$ cat src/rtl/fifo_pkg.sv
// fifo_pkg: shared FIFO types and sizing helpers.
package fifo_pkg;
   typedef struct packed {
      logic overflow;
      logic underflow;
   } fifo_err_t;
   function automatic int depth_of(input int addr_width);
      return 1 << addr_width;
   endfunction
endpackage

$ cat src/rtl/fifo_ram_2p.sv
// fifo_ram_2p: storage array with one synchronous write port and one asynchronous read port.
module fifo_ram_2p #(
   parameter int DATA_WIDTH = 8,
   parameter int ADDR_WIDTH = 4
) (
   input  logic                  clk,
   input  logic                  we,
   input  logic [ADDR_WIDTH-1:0] waddr,
   input  logic [DATA_WIDTH-1:0] wdata,
   input  logic [ADDR_WIDTH-1:0] raddr,
   output logic [DATA_WIDTH-1:0] rdata
);
   logic [DATA_WIDTH-1:0] mem [2**ADDR_WIDTH];
   always_ff @(posedge clk)
      if (we) mem[waddr] <= wdata;
   assign rdata = mem[raddr];
endmodule

$ cat src/rtl/sync_fifo_prog.sv
// sync_fifo_prog: single-clock FIFO with programmable almost-full/empty thresholds,
// fill level, optional first-word-fall-through and sticky overflow/underflow flags.
module sync_fifo_prog
   import fifo_pkg::*;
#(
   parameter int DATA_WIDTH = 8,
   parameter int ADDR_WIDTH = 4,
   parameter bit FWFT       = 0
) (
   input  logic                  clk,
   input  logic                  reset_n,
   input  logic [DATA_WIDTH-1:0] din,
   input  logic                  write,
   input  logic                  read,
   input  logic [ADDR_WIDTH:0]   alf_thresh,
   input  logic [ADDR_WIDTH:0]   ale_thresh,
   input  logic                  clr_err,
   output logic [DATA_WIDTH-1:0] dout,
   output logic                  dout_valid,
   output logic [ADDR_WIDTH:0]   count,
   output logic                  empty,
   output logic                  full,
   output logic                  ale,
   output logic                  alf,
   output logic                  overflow,
   output logic                  underflow
);
   localparam logic [ADDR_WIDTH:0] DEPTH_C = (ADDR_WIDTH+1)'(depth_of(ADDR_WIDTH));
   logic [ADDR_WIDTH-1:0] wr_ptr, rd_ptr;
   logic [DATA_WIDTH-1:0] rd_data;
   logic                  rd_acc, wr_acc;
   fifo_err_t             err;
   assign empty     = count == '0;
   assign full      = count == DEPTH_C;
   assign ale       = count <= ale_thresh;
   assign alf       = count >= alf_thresh;
   assign rd_acc    = read & ~empty;
   // a write into a full FIFO is accepted only when a pop frees a slot in the same cycle
   assign wr_acc    = write & (~full | rd_acc);
   assign overflow  = err.overflow;
   assign underflow = err.underflow;
   always_ff @(posedge clk or negedge reset_n) begin
      if (!reset_n) begin
         wr_ptr <= '0;
         rd_ptr <= '0;
         count  <= '0;
         err    <= '0;
      end else begin
         wr_ptr        <= wr_ptr + ADDR_WIDTH'(wr_acc);
         rd_ptr        <= rd_ptr + ADDR_WIDTH'(rd_acc);
         count         <= count + (ADDR_WIDTH+1)'(wr_acc) - (ADDR_WIDTH+1)'(rd_acc);
         err.overflow  <= (write & ~wr_acc) | (err.overflow & ~clr_err);
         err.underflow <= (read & ~rd_acc) | (err.underflow & ~clr_err);
      end
   end
   fifo_ram_2p #(.DATA_WIDTH(DATA_WIDTH), .ADDR_WIDTH(ADDR_WIDTH)) u_ram (
      .clk   (clk),
      .we    (wr_acc),
      .waddr (wr_ptr),
      .wdata (din),
      .raddr (rd_ptr),
      .rdata (rd_data)
   );
   generate
      if (FWFT) begin : g_fwft
         assign dout       = rd_data;
         assign dout_valid = ~empty;
      end else begin : g_reg
         logic [DATA_WIDTH-1:0] dout_r;
         logic                  valid_r;
         always_ff @(posedge clk or negedge reset_n) begin
            if (!reset_n) begin
               dout_r  <= '0;
               valid_r <= 1'b0;
            end else begin
               dout_r  <= rd_acc ? rd_data : dout_r;
               valid_r <= rd_acc;
            end
         end
         assign dout       = dout_r;
         assign dout_valid = valid_r;
      end
   endgenerate
endmodule

$ cat config.mk
export PLATFORM = sky130hd
export DESIGN_NAME = sync_fifo_prog
export DESIGN_NICKNAME = d
export VERILOG_FILES = /design/src/rtl/fifo_pkg.sv /design/src/rtl/fifo_ram_2p.sv /design/src/rtl/sync_fifo_prog.sv
export SDC_FILE = /design/constraint.sdc
export NUM_CORES = 1
export LEC_CHECK = 0
export ABC_AREA = 0
export CAP_MARGIN = 20
export CORE_MARGIN = 4
export CORE_UTILIZATION = 35
export CTS_CLUSTER_SIZE = 10
export DETAILED_ROUTE_END_ITERATION = 10
export SLEW_MARGIN = 20
export SYNTH_ARGS = -nofsm -noshare
export SYNTH_HDL_FRONTEND = slang
export SYNTH_SLANG_ARGS = --single-unit
$ cat constraint.sdc
create_clock -name clk -period 5.7 [get_ports clk]
set_clock_uncertainty 0.1 [all_clocks]
set_input_delay 1.425 -clock clk [delete_from_list [all_inputs] [get_ports clk]]
set_output_delay 1.425 -clock clk [all_outputs]
set_load 0.01 [all_outputs]
==> results.md <==
* Main synth FF type: edfxtp_1
* Final setup vio count at 0
* Startpoint types: input port
* Share of the synthesized area in the top cell type at 60.8%
* Nets@finish at 444
* Synth unique cells at 39
* Psw at 1.11 mW
* Top cells by area, synth: edfxtp_1, mux4_2, dfrtp_1
* Largest net degree at the start of global routing at 34
* Synth Area in Simple Gates at 4.47%
* Post-synthesis compound-gate area fraction at 3.13%
* DIE WIDTH at 142 um
* Status: completed
* Post-layout min period at 5.08 ns
* Core Util, Final at 43.2%
* CP Class: in -> out
* Async set-reset flop share out of synthesis at 15.8%
* GR Util All Layers at 12.4%
* Dominant cell type by area after synthesis: edfxtp_1
* Combinational fraction of design power at 27.4%
* Max Slew Vio Count at 0
* EDFF count, synth at 128
* Yosys warns at 0
* Clk sinks at 152
* Final Hold Fails at 0
* Post-route ant nets at 0
* Max Clk Rate at 0.197 GHz
* Post-synthesis sequential area ratio at 70.3%
* Area Growth Syn to Fin at 19.5%
* First-pass GRT wire length at 18500 um
* Period Utilization, post-route at 89.1%
* Overall power at 3.74 mW
* Synthesized area at 6320 um^2
* DP HPWL at 7720 um
* Total placed cells including tap cells at 607
* Largest family of logic cells by synthesized area: multiplexers
* Worst EP arrival at 3.55 ns
* Relative slew slack at 33.2%
* Routability cong. at 0.785
* 1st-iter DRT viols at 189
* Initial antenna violation count at 0
* Design Area, Final at 7560 um^2
* PortBufs at 42
* Worst r2r src: count[2]
* Placed instance area at 6950 um^2
* Worst Setup SP: ale_thresh[1]
* Avg WL per Cell at 18.6 um
* H-tree depth at 4
* CTS Buf Count at 17
* Chip Height at 142 um
* Layout cell share with drive strength beyond 1 at 17.1%
* Wirelength, routed at 11900 um
* Cts repair resizes at 0
* Core region area at 17500 um^2
* Total negative slack at 0 ns
* Syn nets at 393
* Leakage power at 2.74 nW
* Mux cell area share after synthesis at 13.1%
* Top cells by instance count after synthesis: edfxtp_1, inv_1, mux4_2, dfrtp_1, nor2_1
* Internal at 2.64 mW
* Worst-Skew Late Latency at 0.42 ns
* Count leader, synth: edfxtp_1
* Vias at 3149
* Vias/cell at 4.93
* Finished Layout Cells at 639
* CTS tree: built
* Min-Delay Path Class: reg -> reg
* Post-Synth XOR/XNOR Area at 1.11%
* Critical path required time at 4.18 ns
* Root Driver: clkbuf_16
* Max_cap viols at 0
* Clk buf depth at 2
* Part of the power in registers at 42.1%
* Worst-path clk slew at 0.06 ns
* CP Capture Type: output pin
* Clock network power share at 30.5%
* Worst IR drop on VDD at 261 uV
* Critical Path Fanout Max at 2
* Sw Share at 29.6%
* DRC at 0
* Die area at 20300 um^2
* Pwr/cell area at 495 nW/um^2
* GRT overflow at 0
* Number of setup buffers added after CTS at 0
* Synth Register Bits at 152
* Row count at 48
* Gate count of the mapped netlist at 350
* 1st-pass router iterations at 4
* Number of global-route vias before repair at 3307
* I/O Pins at 43
* Worst slew pin tran at 0.998 ns
* Syn Area/Cell at 18.1 um^2
* Starting Density at 36.2%
* CTS Hold Bufs at 0
* Antenna Cells at 0
* Worst Hold Launch: dout[4]
* RSZ-0062 raised after global routing: no
* Adder-Cell Fraction of Synth Area at 4.08%
==> logic make-up (layout without fill, tap and decap cells) <==
logic type,Yosys count,in the layout
adder cells (fa/ha/maj),20,20
XOR/XNOR,8,8
flip-flops,152,152
buffers and inverters,49,113
AO/OA/AOI/OAI,29,29
AND/OR/NAND/NOR,51,51
multiplexers,41,41
==> power groups by stage <==
stage,Clock [mW],Combinational (mW),Sequential [mW]
after global placement,0,1.03,1.60
after detailed placement,0,1.05,1.61
final,1.14,1.03,1.58
after floorplan,0,0.806,1.51
after global routing,1.21,1.14,1.61
after CTS,1.16,1.06,1.59
==> critical path: stages <==
cell and delay [ns]:
clkdlybuf4s50_1 0.45, inv_1 0.04, ha_1 0.30, nor2b_1 0.14, o21a_1 0.16, o21a_1 0.16
o21a_1 0.17, o22ai_1 0.14, clkdlybuf4s50_1 0.56
==> placed cells by master (no fill, tap or decap), drive strengths merged, types with 5 or more instances in the layout <==
| master | synthesis | final |
|---|---|---|
| edfxtp | 128 | 128 |
| clkdlybuf4s50 | 0 | 41 |
| inv | 35 | 38 |
| mux4 | 32 | 32 |
| dfrtp | 24 | 24 |
| nor2 | 23 | 23 |
| ha | 19 | 19 |
| clkbuf | 3 | 18 |
| o22ai | 8 | 8 |
| mux2i | 8 | 8 |
| a211o | 7 | 7 |
| nand3 | 6 | 6 |
| clkinv | 1 | 6 |
| nand2b | 5 | 5 |
| xnor2 | 5 | 5 |
| nand2 | 5 | 5 |
==> final cells by class <==
type,count,area (um^2)
fillers,1533,9920
clock inverters,14,174
flip-flops and latches,152,4450
multi-input cells,149,1650
clock buffers,18,429
repair buffers,45,438
inverters,36,138
well taps,225,282
==> per-layer routing <==
metal / share of wire [%] / vias to the layer above / global-route usage [%] / routed length (um)
met5: 0 / - / 0 / 0
met4: 1.3 / 0 / 3.95 / 153
met3: 5.4 / 17 / 3.93 / 644
met2: 48 / 78 / 20.0 / 5760
met1: 45 / 1596 / 16.2 / 5350
li1: - / 1458 / - / -
==> stage by stage <==
| step | hold WS [ns] | setup slack [ns] |
|---|---|---|
| final | 0.407 | 0.622 |
| after global routing | 0.423 | 0.562 |
| after CTS | 0.414 | 0.619 |
| after detailed placement | 0.398 | 0.617 |
| after global placement | 0.398 | 0.698 |
| after floorplan | 0.401 | 1.64 |
==> worst paths after layout <==
check | to | slack (ns) | cells past startpoint
setup / recovery | ale | 0.62 | 9
hold / removal | dout[4] | 0.41 | 1
setup reg to reg | count[4] | 2.64 | 14
hold reg to reg | dout[4] | 0.41 | 1
max in group asynchronous | rd_ptr[2] | 4.18 | 1
min in group asynchronous | dout[6] | 0.90 | 1
==> flip-flops by register name, indices dropped and copies added (netlist names) <==
| register | flops |
|---|---|
| wr_ptr | 4 |
| u_ram.mem | 128 |
| overflow | 1 |
| count | 5 |
| underflow | 1 |
| dout_valid | 1 |
| rd_ptr | 4 |
| dout | 8 |
(Power assumes the default switching activity.)
==> RTL edit 1: new RTL, same settings <==
`ADDR_WIDTH` is set to 4 in 2 places; all go to 5.
--- a/src/rtl/fifo_ram_2p.sv
+++ b/src/rtl/fifo_ram_2p.sv
@@ -1,7 +1,7 @@
 // fifo_ram_2p: storage array with one synchronous write port and one asynchronous read port.
 module fifo_ram_2p #(
    parameter int DATA_WIDTH = 8,
-   parameter int ADDR_WIDTH = 4
+   parameter int ADDR_WIDTH = 5
 ) (
    input  logic                  clk,
    input  logic                  we,
--- a/src/rtl/sync_fifo_prog.sv
+++ b/src/rtl/sync_fifo_prog.sv
@@ -4,7 +4,7 @@
    import fifo_pkg::*;
 #(
    parameter int DATA_WIDTH = 8,
-   parameter int ADDR_WIDTH = 4,
+   parameter int ADDR_WIDTH = 5,
    parameter bit FWFT       = 0
 ) (
    input  logic                  clk,
Interface: changed (resized ale_thresh, alf_thresh and count); port bits go from 43 to 46. No check against the original RTL was run, so the function may have changed too.
==> RTL edit 1 against the original RTL <==
  * Cell area is 77% higher
  * Sequential share of layout area is 3.8 points higher
  * Global-route usage is 0.95 points higher
  * Synthesized area is 82% higher
  * Setup slack better by 0.24 ns
  * Sequential power is 75% higher
  * Die area is 76% higher
  * Register-to-register slack worse by 0.07 ns
  * Total power is 73% higher
  * Routed wire length is 100% higher
  * Sequential cell count is 131 higher
  * Largest cell class unchanged
==> RTL edit 1: results (changes against the original RTL) <==
gp_congestion: 0.750  # -4.4%
maxSlewHeadroom_pct: 29.7  # -3.5 points
postCtsSetupBuffers: 0  # unchanged
dr.first_iter.drc_count: 368  # +95%
synth_edf_count: 256  # +100%
antenna_found_initial: 0  # unchanged
syn_nets: 683  # +74%
top_register: "u_ram.mem"
clk_pin_slew_worst_paths_ns: 0.05
ys_top_cells_by_count: "edfxtp_1, mux2i_1, nor2_1"
yosys-top-cells-area: "edfxtp_1, mux4_2, dfrtp_1"
synth_flop_cell: "edfxtp_1"
status: "finished clean"
async_reset_ff_share_pct: 9.54  # -6.2 points
r2r_setup_slack_ns: 2.57  # -0.07 ns
globalRouteTotalUtil_pct: 13.4  # +0.95 points
nFillCells: 2897  # +89%
rows: 66  # +38%
root_buffer: "clkbuf_16"
via_count: 5705  # +81%
dp_hpwl_mm: 14.5  # +88%
yosys_warnings: 0  # unchanged
cts_resized: 0  # unchanged
grt_pass1_wl_mm: 36.3  # +97%
syn_area_per_cell_sq_um: 18.1  # +0.45%
largest_reg_flops: 256  # +100%
htree_levels: 2  # -2
layout.nets: 742  # +67%
clockBufferDepth: 3  # +1
grt_max_degree: 49  # +44%
synth.distinct_cells: 37  # -5.1%
yosysSeqAreaShare_pct: 72.8  # +2.5 points
cts_buffers: 34  # +17
place_inst: 1098  # +81%
worst_skew_pair.late_latency_ns: 0.50  # +0.08 ns
hold-worst-slack_ns: 0.394  # -0.0130 ns
n_antenna_cell: 0  # unchanged
place.port_buffers: 45  # +7.1%
vdd_drop_max_v: 0.000225  # -14%
required_ns: 4.18  # about the same
first_pass_iters: 5  # +1
cp_max_fo: 1  # -1
stdcell_count: 1153  # +80%
grt_pass1_vias: 5823  # +76%
holdCritPathClass: "reg -> reg"
p_leak_nw: 4.52  # +65%
routed_wirelength_mm: 24.0  # +100%
drive_gt1_share_pct: 14.2  # -2.9 points
-- RTL edit 1: changes by cell type in the layout (fill, tap and decap cells not counted), sizes merged, moves of 8 or more --
cell     delta
inv        -12
buf         +8
clkbuf     +35
nand2       +8
nor2       +30
mux4        +8
edfxtp    +128
a2111oi     +8
mux2i      +48
a311oi      +8
o22ai      +17
a211oi      +8
-- RTL edit 1: metal layers --
metal	track usage (%)	vias up	part of all wire, %
met2	21.1	139	47
met1	19.3	2914	46
met4	3.42	0	1.9
met5	0	-	0
li1	-	2616	-
met3	2.58	36	5.2
-- RTL edit 1: stage by stage --
step                instance area [sq um]  worst slack, ns
floorplan                           11500             1.77
global placement                    12300            0.858
detailed placement                  12300            0.845
CTS                                 13400            0.843
global route                        13400            0.781
finish                              13400            0.867
-- RTL edit 1: area by class of cell --
class / instances / area (sq um) / share of cell area, %
Tap cell: 442 / 553 / 4.14
Timing Repair Buffer: 54 / 503 / 3.77
Multi-Input combinational cell: 293 / 2810 / 21.0
Inverter: 26 / 97.6 / 0.731
Sequential cell: 283 / 8370 / 62.7
Clock inverter: 2 / 33.8 / 0.253
Clock buffer: 53 / 986 / 7.38
-- RTL edit 1: path summary, 6_finish.rpt --
kind | startpoint | endpoint | cells after the start
min in group asynchronous | reset_n | count[3] | 2
max reg2reg | rd_ptr[0] | dout[1] | 5
min | rd_ptr[4] | rd_ptr[4] | 1
max in group asynchronous | reset_n | rd_ptr[0] | 2
max | alf_thresh[0] | alf | 8
min reg2reg | rd_ptr[4] | rd_ptr[4] | 1
-- RTL edit 1: kinds of logic (layout without fill, tap and decap cells) --
kind of cell | Yosys count | count (layout) | synth area share (%)
buf+inv | 57 | 135 | 2.74
flops | 283 | 283 | 72.8
mux | 96 | 96 | 12.7
compound gates | 68 | 68 | 4.45
simple gates | 94 | 94 | 3.74
xor+xnor | 10 | 10 | 0.762
fa+ha+maj | 25 | 25 | 2.79
-- RTL edit 1: power by group --
group          internal [mW]  switching (mW)  leakage [nW]
Sequential              2.49           0.283          2.62
Clock                   1.22           0.773         0.491
Combinational          0.816           0.894          1.41
-- RTL edit 1: worst max-delay path: stages --
cell	delay, ns
clkdlybuf4s50_1	0.41
ha_1	0.28
nand2b_1	0.14
a21o_1	0.17
a21o_1	0.18
a21oi_1	0.13
o21ai_0	0.09
clkdlybuf4s50_1	0.48
==> RTL edit 2: new RTL, same settings <==
Made on the original files. Add an input register stage for `ale_thresh`, without a reset; this delays it by one clock. The other inputs are not delayed to match.
--- a/src/rtl/sync_fifo_prog.sv
+++ b/src/rtl/sync_fifo_prog.sv
@@ -26,13 +26,20 @@
    output logic                  underflow
 );
    localparam logic [ADDR_WIDTH:0] DEPTH_C = (ADDR_WIDTH+1)'(depth_of(ADDR_WIDTH));
+
+   logic [ADDR_WIDTH:0] ale_thresh_q;
+
+   always_ff @(posedge clk) begin
+      ale_thresh_q <= ale_thresh;
+   end
+
    logic [ADDR_WIDTH-1:0] wr_ptr, rd_ptr;
    logic [DATA_WIDTH-1:0] rd_data;
    logic                  rd_acc, wr_acc;
    fifo_err_t             err;
    assign empty     = count == '0;
    assign full      = count == DEPTH_C;
-   assign ale       = count <= ale_thresh;
+   assign ale       = count <= ale_thresh_q;
    assign alf       = count >= alf_thresh;
    assign rd_acc    = read & ~empty;
    // a write into a full FIFO is accepted only when a pop frees a slot in the same cycle
Formal check against the unedited RTL: not equivalent (Yosys sat finds a counterexample within 4 cycles, from zero or initial values and one cycle with reset_n low).
==> RTL edit 2 against the original RTL <==
  * Sequential cell count grew 5
  * Routed wire length grew 3.0%
  * Synthesized area grew 1.6%
  * Total power shrank 0.78%
  * Cell area grew 0.84%
  * Setup slack gained 0.42 ns
  * Final cell count grew 1.1%
==> RTL edit 2: results (changes against the original RTL) <==
p_leak_nw: 2.76  # +0.88%
placed_cell_area_sq_mm: 0.00707  # +1.7%
place_inst: 617  # +1.6%
grt_pass1_wl_mm: 19.5  # +5.5%
globalRouteTotalUtil_pct: 12.8  # +0.37 points
wl_met2_mm: 5.88  # +2.1%
gp_congestion: 0.756  # -3.7%
final-seq-area_sq_mm: 0.00455  # +2.3%
cp_max_fo: 1  # -1
syn_nets: 398  # +1.3%
via_per_inst: 4.95  # +0.46%
nFillCells: 1619  # +5.6%
synth.distinct_cells: 40  # +2.6%
grt_pass1_vias: 3456  # +4.5%
async_reset_ff_share_pct: 15.3  # -0.50 points
m1WireLength_mm: 5.69  # +6.5%
r2r_setup_slack_ns: 2.62  # -0.02 ns
arrival_ns: 3.14  # -0.41 ns
hold-worst-slack_ns: 0.402  # -0.00579 ns
dp_hpwl_mm: 7.83  # +1.4%
syn_area_per_cell_sq_um: 18.1  # +0.15%
drive_gt1_share_pct: 16.1  # -1.1 points
dr_wl_met3_microns: 566  # -12%
dr.first_iter.drc_count: 204  # +7.9%
vdd_drop_max_v: 0.000281  # +7.7%
layout.nets: 450  # +1.4%
yosysSeqAreaShare_pct: 70.7  # +0.46 points
status: "finished clean"
## RTL edit 2: kinds of logic after synthesis
family | Yosys count | synth area share [%]
fa+ha+maj | 20 | 4.01
compound gates | 29 | 3.08
buf+inv | 49 | 3.74
xor+xnor | 8 | 1.09
mux | 41 | 12.9
flops | 157 | 70.7
simple gates | 51 | 4.40
## RTL edit 2: per-layer routing
metal	track usage, %	up-vias
li1	-	1466
met1	17.2	1654
met2	20.1	68
met3	4.09	10
met4	3.87	0
met5	0	-
## RTL edit 2: power breakdown
part           internal (mW)  leakage [nW]  switching [mW]
clock network          0.635         0.266           0.428
logic                  0.559          1.01           0.470
registers               1.42          1.49           0.197
total                   2.62          2.76            1.10
## RTL edit 2: final cells by class
class	instances	share of cell area, %
clock inverters	11	1.58
flip-flops and latches	157	59.7
inverters	36	1.81
multi-input cells	149	21.6
clock buffers	18	5.63
well taps	229	3.76
repair buffers	46	5.91
## RTL edit 2: through the flow
| stage | setup slack (ns) | total power, mW |
|---|---|---|
| finish | 1.04 | 3.71 |
| global route | 0.910 | 3.93 |
| CTS | 1.03 | 3.77 |
| detailed placement | 1.03 | 2.70 |
| global placement | 1.03 | 2.67 |
| floorplan | 1.94 | 2.35 |
## RTL edit 2: final timing paths
check / from / to / depth (start not counted)
max in group asynchronous: reset_n / rd_ptr[0] / 2
min in group asynchronous: reset_n / count[3] / 2
worst min-delay path: dout[6] / dout[6] / 2
worst min register to register: dout[6] / dout[6] / 2
worst max register to register: count[2] / count[4] / 14
worst max-delay path: alf_thresh[0] / alf / 8
## RTL edit 2: worst max-delay path: stages
cell	delay, ns
clkdlybuf4s50_1	0.41
ha_1	0.28
nand2b_1	0.14
a21oi_1	0.14
nor2b_1	0.06
o21ai_0	0.14
a21oi_1	0.08
clkdlybuf4s50_1	0.48
